===== src/rtl/rr_grant_arbiter.sv =====
// Round-robin arbiter with a registered one-hot grant, bounded hold time and
// a mandatory dead cycle between grants.
module rr_grant_arbiter #(
  parameter int unsigned NUM_REQ  = 4,
  parameter int unsigned ID_W     = 2,
  parameter int unsigned MAX_HOLD = 16
) (
  input  logic               clock_i,
  input  logic               reset_i,
  input  logic [NUM_REQ-1:0] req_i,
  output logic [NUM_REQ-1:0] gnt_o,
  output logic               gnt_valid_o,
  output logic [ID_W-1:0]    gnt_id_o,
  output logic               timeout_o
);

  localparam int unsigned CNT_W = (MAX_HOLD > 1) ? $clog2(MAX_HOLD) : 1;
  localparam logic        HOLD_EN = (MAX_HOLD != 0);
  localparam logic [CNT_W-1:0] HOLD_LAST = (MAX_HOLD == 0) ? '0 : CNT_W'(MAX_HOLD - 1);
  localparam logic [ID_W-1:0]  LAST_ID   = ID_W'(NUM_REQ - 1);

  localparam logic [1:0] ST_IDLE  = 2'd0;
  localparam logic [1:0] ST_GRANT = 2'd1;
  localparam logic [1:0] ST_GAP   = 2'd2;

  logic [1:0]         state_q, state_d;
  logic [NUM_REQ-1:0] gnt_q, gnt_d;
  logic               gnt_valid_q, gnt_valid_d;
  logic [ID_W-1:0]    gnt_id_q, gnt_id_d;
  logic               timeout_q, timeout_d;
  logic [ID_W-1:0]    ptr_q, ptr_d;
  logic [CNT_W-1:0]   hold_cnt_q, hold_cnt_d;

  logic               win_found_c;
  logic [ID_W-1:0]    win_id_c;
  logic               still_req_c;
  logic [ID_W-1:0]    ptr_next_c;

  // First set request at or above ptr wins; otherwise the lowest set request below ptr.
  always_comb begin
    win_found_c = 1'b0;
    win_id_c    = '0;
    for (int unsigned j = 0; j < NUM_REQ; j++) begin
      if (!win_found_c && req_i[j] && (ID_W'(j) >= ptr_q)) begin
        win_found_c = 1'b1;
        win_id_c    = ID_W'(j);
      end
    end
    for (int unsigned j = 0; j < NUM_REQ; j++) begin
      if (!win_found_c && req_i[j]) begin
        win_found_c = 1'b1;
        win_id_c    = ID_W'(j);
      end
    end
  end

  assign still_req_c = |(req_i & gnt_q);
  assign ptr_next_c  = (gnt_id_q == LAST_ID) ? '0 : gnt_id_q + ID_W'(1);

  always_comb begin
    state_d     = state_q;
    gnt_d       = '0;
    gnt_valid_d = 1'b0;
    gnt_id_d    = gnt_id_q;
    timeout_d   = 1'b0;
    ptr_d       = ptr_q;
    hold_cnt_d  = hold_cnt_q;

    case (state_q)
      ST_IDLE, ST_GAP: begin
        if (win_found_c) begin
          gnt_d       = NUM_REQ'(1) << win_id_c;
          gnt_valid_d = 1'b1;
          gnt_id_d    = win_id_c;
          hold_cnt_d  = '0;
          state_d     = ST_GRANT;
        end else begin
          state_d = ST_IDLE;
        end
      end
      ST_GRANT: begin
        if (!still_req_c) begin
          ptr_d   = ptr_next_c;
          state_d = ST_GAP;
        end else if (HOLD_EN && (hold_cnt_q == HOLD_LAST)) begin
          ptr_d     = ptr_next_c;
          timeout_d = 1'b1;
          state_d   = ST_GAP;
        end else begin
          gnt_d       = gnt_q;
          gnt_valid_d = 1'b1;
          // Saturates instead of wrapping when hold time is unlimited.
          if (hold_cnt_q != '1) begin
            hold_cnt_d = hold_cnt_q + CNT_W'(1);
          end
        end
      end
      default: begin
        gnt_id_d = '0;
        state_d  = ST_IDLE;
      end
    endcase
  end

  always_ff @(posedge clock_i) begin
    if (reset_i) begin
      state_q     <= ST_IDLE;
      gnt_q       <= '0;
      gnt_valid_q <= 1'b0;
      gnt_id_q    <= '0;
      timeout_q   <= 1'b0;
      ptr_q       <= '0;
      hold_cnt_q  <= '0;
    end else begin
      state_q     <= state_d;
      gnt_q       <= gnt_d;
      gnt_valid_q <= gnt_valid_d;
      gnt_id_q    <= gnt_id_d;
      timeout_q   <= timeout_d;
      ptr_q       <= ptr_d;
      hold_cnt_q  <= hold_cnt_d;
    end
  end

  assign gnt_o       = gnt_q;
  assign gnt_valid_o = gnt_valid_q;
  assign gnt_id_o    = gnt_id_q;
  assign timeout_o   = timeout_q;

endmodule


===== config.mk =====
export PLATFORM = sky130hd
export DESIGN_NAME = rr_grant_arbiter
export DESIGN_NICKNAME = d
export VERILOG_FILES = /design/src/rtl/rr_grant_arbiter.sv
export SDC_FILE = /design/constraint.sdc
export NUM_CORES = 1
export LEC_CHECK = 0
export BUFFER_PORTS_ARGS = -buffer_cell sky130_fd_sc_hd__buf_2
export CAP_MARGIN = 5
export CORE_UTILIZATION = 45
export CTS_CLUSTER_SIZE = 20
export DETAILED_ROUTE_END_ITERATION = 8
export PLACE_DENSITY = 0.79
export SYNTH_ARGS = -nofsm -noshare
export SYNTH_HDL_FRONTEND = slang
export SYNTH_SLANG_ARGS = --single-unit

===== constraint.sdc =====
create_clock -name clock_i -period 3.7 [get_ports clock_i]
set_input_delay 0.185 -clock clock_i [delete_from_list [all_inputs] [get_ports clock_i]]
set_output_delay 0.185 -clock clock_i [all_outputs]
set_load 0.05 [all_outputs]

==> flow_summary.toml, run 1 <==
[status]
run_status = "complete, no violations"

[route]
routed-via-count = 681
wl_per_cell_um = 13.4
post-route-drc-count = 0
via_per_inst = 5.92
detailedRoute.firstIterationViolations = 12
postRouteWirelength_um = 1540
postRouteAntennaNets = 0
drt_pass1_iterations = 4

[floorplanning]
fp.dieArea_mm2 = 0.00182
top_level_ports = 14
floorplan.core_area_mm2 = 0.00152
rows = 14
chipWidth_um = 42.7
floorplan.die.height_um = 42.7
starting_utilization_of_the_core_area_pct = 48.9

[timing]
timing_worst_slew_pin_value_ns = 0.718
min_period_ns = 1.74
report.final.hold_viol_count = 0
slew_viol_final = 0
rsz0062_at_grt = "no"
max_freq_ghz = 0.574
setup_violations = 0
relSlewSlack_pct = 51.7
clock_skew_ns = 0.00437
post-route-period-util_pct = 47.1
setup-tns-final_ns = 0

[finish]
finish.net_count = 108
layout_common_cells = "16 x sky130_fd_sc_hd__dfxtp_1, 13 x sky130_fd_sc_hd__buf_2, 12 x sky130_fd_sc_hd__a21oi_1"
layout.cell_area.non_filler_um2 = 852
mostFrequentLayoutCell = "sky130_fd_sc_hd__dfxtp_1"
layout_area_overhead_pct = 14.3
final_layout_size_suffix_gt1_share_pct = 22.2
diodes = 0
n_fill_cell = 141

[place]
portBuffers = 13
detailedPlacementHpwl_um = 1110
placed_cell_area_um2 = 816
place_congestion = 0.792

[clocking]
cts_buffers = 3
cts_setup_buffers = 0
clkLatencyLatePin_ns = 0.28
cts.hold.buffers_added = 0
h_tree_depth = 1
tritoncts_num_sinks = 16
path_clk_slew_ns = 0.09
cts_buffer_depth = 2
cts_resized = 0
clock_root_cell = "sky130_fd_sc_hd__clkbuf_4"
tritoncts_clock_tree = "done"

[worst_setup_path]
worst-path-max-fanout = 6
path_class = "flip-flop to flip-flop"
r2r_end = "hold_cnt_q[3]"
cp_data_arrival_time_ns = 1.90
timing.rr.start = "hold_cnt_q[0]"
nature_of_the_critical_path_endpoint = "flip-flop"
critPathRequiredTime_ns = 3.86
r2r_setup_slack_ns = 1.96
reg2reg_depth = 6
critical_path.startpoint_type = "flip-flop"

[hold_path]
hold_path_end = "gnt_o[0]"
hold_crit_class = "primary input to flip-flop"
min_from = "reset_i"
timing.hold.worst_path_depth = 2

[synth]
synth-warning-count = 0
synth_area_um2 = 746
yosys_most_used_dff = "sky130_fd_sc_hd__dfxtp_1"
synth_cell_types = 32
postSynthNetCount = 93
synth_seq_area_share_pct = 43.0
yosys_register_bits = 16
ys_async_sr_fraction_pct = 0
synth_edf_count = 0
avgSynthCellArea_um2 = 8.77
synthCells = 85

[power]
vdd_ir_drop_max_v = 0.000312
power.net_switching_mw = 0.118
p_int_mw = 0.270
share_clk_of_total_power_pct = 28.7
powerDensity_mw_per_mm2 = 455
p_leak_nw = 0.355
switching_share_pct = 30.4
share_comb_of_total_power_pct = 21.2
power.share.sequential_pct = 50.1

[global_route]
first_global_vias = 572
overflow = 0
grt_util_all_layers_pct = 18.6
antenna_found_initial = 0
grt_max_degree = 18
grt_first_pass_wirelength_um = 2550

[run]
cap_violations = 0
## cells by family after synthesis
kind of cell	after synthesis	share of synthesized area, %
simple gates	32	22.5
compound gates	28	25.8
flops	16	43.0
buf+inv	5	3.02
xor+xnor	2	2.35
fa+ha+maj	2	3.36
## worst max-delay path by stage
stage / start / to / depth (start not counted)
after detailed placement: hold_cnt_q[0] / hold_cnt_q[2] / 6
after global routing: hold_cnt_q[0] / hold_cnt_q[3] / 6
after floorplan: gnt_o[3] / hold_cnt_q[3] / 5
after CTS: hold_cnt_q[0] / hold_cnt_q[3] / 6
final: hold_cnt_q[0] / hold_cnt_q[3] / 6
after global placement: hold_cnt_q[0] / hold_cnt_q[3] / 6
## per-stage QoR
stage                     util, %  std cells  hold slack [ns]  power (mW)  worst slack (ns)
after floorplan                 -         85            0.465       0.260              1.97
after global placement       53.5        111            0.466       0.278              2.09
after detailed placement     53.5        111            0.459       0.280              2.01
after CTS                    55.9        115            0.244       0.390              1.97
after global routing         55.9        115            0.261       0.407              1.85
final                        55.9        115            0.259       0.388              1.96
## sequential cells by signal, summed over array words and instances, names as in the netlist
register and count:
hold_cnt_q 4, state_q 2, gnt_id_o 2, gnt_o 4, ptr_q 2, gnt_valid_o 1, timeout_o 1
## power groups by stage
stage          logic, mW  registers (mW)  clock network [mW]
2_1_floorplan     0.0434           0.217                   0
3_3_place_gp      0.0803           0.197                   0
3_5_place_dp      0.0819           0.198                   0
4_1_cts           0.0822           0.194               0.115
5_1_grt           0.0904           0.196               0.121
6_report          0.0823           0.194               0.111
## Yosys cell counts, types with 2 or more instances
library cell | n | area, µm²
sky130_fd_sc_hd__o21ai_0 | 2 | 10.0
sky130_fd_sc_hd__a22oi_1 | 2 | 15.0
sky130_fd_sc_hd__clkbuf_1 | 2 | 7.51
sky130_fd_sc_hd__a21oi_1 | 12 | 60.1
sky130_fd_sc_hd__a211o_1 | 2 | 17.5
sky130_fd_sc_hd__nand2b_1 | 6 | 37.5
sky130_fd_sc_hd__nand2_1 | 7 | 26.3
sky130_fd_sc_hd__nor3_1 | 2 | 10.0
sky130_fd_sc_hd__a221oi_1 | 2 | 17.5
sky130_fd_sc_hd__xor2_1 | 2 | 17.5
sky130_fd_sc_hd__nor2_1 | 7 | 26.3
sky130_fd_sc_hd__nand3_1 | 2 | 10.0
sky130_fd_sc_hd__dfxtp_1 | 16 | 320
sky130_fd_sc_hd__ha_1 | 2 | 25.0
sky130_fd_sc_hd__inv_1 | 2 | 7.51
## cell type report
| cell class | instances | area [µm²] | area share [%] |
|---|---|---|---|
| inverter | 2 | 7.51 | 0.881 |
| timing repair buffer | 13 | 65.1 | 7.64 |
| clock buffer | 4 | 36.3 | 4.26 |
| sequential | 16 | 320 | 37.6 |
| multi-input combinational | 64 | 403 | 47.3 |
| tap | 16 | 20.0 | 2.35 |
## routing by layer
metal,share of wire [%],track usage [%]
met1,48,26.3
met2,44,27.3
met3,6.8,2.55
met4,1.2,9.38
met5,0,0
## worst max-delay path, cell delays in order, from the launching register on
cell and delay, ns:
sky130_fd_sc_hd__dfxtp_1 0.35, sky130_fd_sc_hd__ha_1 0.22, sky130_fd_sc_hd__and3_1 0.22, sky130_fd_sc_hd__a211oi_2 0.39
sky130_fd_sc_hd__nand4_1 0.16, sky130_fd_sc_hd__xor2_1 0.22, sky130_fd_sc_hd__nor3_2 0.07
Note: power is estimated with default switching activity, not from simulation.
==> run 2, diff against run 1 <==
==> constraint.sdc (replaced) <==
create_clock -name clock_i -period 1.76 [get_ports clock_i]
set_input_delay 0.088 -clock clock_i [delete_from_list [all_inputs] [get_ports clock_i]]
set_output_delay 0.088 -clock clock_i [all_outputs]
set_load 0.05 [all_outputs]
==> run 2 against run 1 <==
  * Final area grew 1.9%
  * Via count decreased by 1.5%
  * Clock power increased by 120%
  * Final cell count is 1.7% higher
  * Clock skew shrank 0.0029 ns
  * Sequential cell count did not move
  * Worst setup slack got worse by 1.8 ns
  * Combinational power is 110% higher
  * Fmax grew 7.6%
  * First-iteration DRC count rose by 33%
  * Largest cell class unchanged
  * Largest power group unchanged
==> flow_summary.toml, run 2 (synthesis results as in run 1) <==
[status]
run_status = "complete, no violations"

[clocking]
clock_root_cell = "sky130_fd_sc_hd__clkbuf_4"
path_clk_slew_ns = 0.09
tritoncts_clock_tree = "done"
cts_buffers = 3
cts_resized = 0
cts.hold.buffers_added = 0
cts_setup_buffers = 0
tritoncts_num_sinks = 16
h_tree_depth = 1
clkLatencyLatePin_ns = 0.29
cts_buffer_depth = 2

[route]
postRouteAntennaNets = 0
via_per_inst = 5.74
drt_pass1_iterations = 4
postRouteWirelength_um = 1570
post-route-drc-count = 0
detailedRoute.firstIterationViolations = 16
routed-via-count = 671
wl_per_cell_um = 13.4

[floorplanning]
fp.dieArea_mm2 = 0.00182
floorplan.core_area_mm2 = 0.00152
floorplan.die.height_um = 42.7
rows = 14
chipWidth_um = 42.7
starting_utilization_of_the_core_area_pct = 48.9
top_level_ports = 14

[finish]
layout_area_overhead_pct = 16.4
finish.net_count = 110
final_core_utilization_pct = 57.0
final_layout_size_suffix_gt1_share_pct = 24.8
mostFrequentLayoutCell = "sky130_fd_sc_hd__dfxtp_1"
diodes = 0
layout.cell_area.non_filler_um2 = 868
layout_common_cells = "15 x sky130_fd_sc_hd__dfxtp_1, 13 x sky130_fd_sc_hd__buf_2, 12 x sky130_fd_sc_hd__a21oi_1"

[worst_setup_path]
critical_path.slowest_cell = "sky130_fd_sc_hd__dfxtp_1"
critPathRequiredTime_ns = 1.96
path_class = "flip-flop to flip-flop"
nature_of_the_critical_path_endpoint = "flip-flop"
critical_path.startpoint_type = "flip-flop"
worst-path-max-fanout = 4
max_stage_delay_ns = 0.34
crit_chain = "ha_1 > and3_1 > a211oi_2 > nand2_1 > xor2_1 > nor3_1"
cp_data_arrival_time_ns = 1.82

[timing]
post-route-period-util_pct = 92.1
rsz0062_at_grt = "no"
clock_skew_ns = 0.00142
min_period_ns = 1.62
report.final.hold_viol_count = 0
max_freq_ghz = 0.617
slew_viol_final = 0
worst_hold_slack_ns = 0.153
timing_worst_slew_pin_value_ns = 0.374
relSlewSlack_pct = 74.4
setup-tns-final_ns = 0
setup_violations = 0

[power]
p_int_mw = 0.570
design_power_total_mw = 0.828
vdd_ir_drop_max_v = 0.000480
p_leak_nw = 0.366
share_clk_of_total_power_pct = 29.5
power.net_switching_mw = 0.258
powerDensity_mw_per_mm2 = 953
share_comb_of_total_power_pct = 21.2
power.share.sequential_pct = 49.3
switching_share_pct = 31.2

[global_route]
antenna_found_initial = 0
grt_util_all_layers_pct = 19.3
grt_max_degree = 18
grt_first_pass_wirelength_um = 2570
first_global_vias = 583
overflow = 0

[place]
portBuffers = 13
placed_cell_area_um2 = 831
place_congestion = 0.842
detailedPlacementHpwl_um = 1110

[hold_path]
hold_crit_class = "primary input to flip-flop"

[run]
cap_violations = 0
run 2: cell count changes in the layout (fill, tap and decap cells not counted):
cell,previous run,this run
sky130_fd_sc_hd__buf_4,0,2
sky130_fd_sc_hd__dfxtp_2,0,1
sky130_fd_sc_hd__dfxtp_1,16,15
run 2: worst max-delay path: cells and delay by family (launching register included):
kind | cells | cell delay, ns
AO/OA/AOI/OAI | 1 | 0.28
AND/OR/NAND/NOR | 3 | 0.53
flip-flops | 1 | 0.34
adder cells (fa/ha/maj) | 1 | 0.23
XOR/XNOR | 1 | 0.15
run 2: area by class of cell:
class / count / area (µm²)
multi-input combinational: 64 / 403
inverter: 2 / 7.51
timing repair buffer: 15 / 80.1
fill: 132 / 656
clock buffer: 4 / 36.3
tap: 16 / 20.0
sequential: 16 / 322
run 2: stage by stage:
stage                     cells  setup slack, ns
after floorplan              85           0.0277
after global placement      113            0.244
after detailed placement    113            0.150
after CTS                   117            0.109
after global routing        117           0.0452
final                       117            0.140
run 2: routing by layer:
| metal | track usage, % | up-vias | share of wire (%) |
|---|---|---|---|
| li1 | - | 343 | - |
| met3 | 2.55 | 5 | 3.9 |
| met5 | 0 | - | 0 |
| met1 | 25.7 | 307 | 49 |
| met4 | 15.0 | 0 | 3.5 |
| met2 | 27.9 | 16 | 43 |
run 2: final timing paths:
path / startpoint / endpoint / slack (ns) / depth (start not counted)
setup / recovery: hold_cnt_q[0] / hold_cnt_q[2] / 0.14 / 6
hold / removal: reset_i / gnt_o[0] / 0.15 / 2
setup reg to reg: hold_cnt_q[0] / hold_cnt_q[2] / 0.14 / 6
hold reg to reg: gnt_o[1] / gnt_o[1] / 0.48 / 2
run 2: power by group through the flow:
stage	clock [mW]	sequential (mW)	combinational (mW)
floorplan	0	0.455	0.0913
global placement	0	0.415	0.172
detailed placement	0	0.416	0.175
CTS	0.247	0.407	0.176
global route	0.265	0.412	0.191
finish	0.244	0.408	0.176
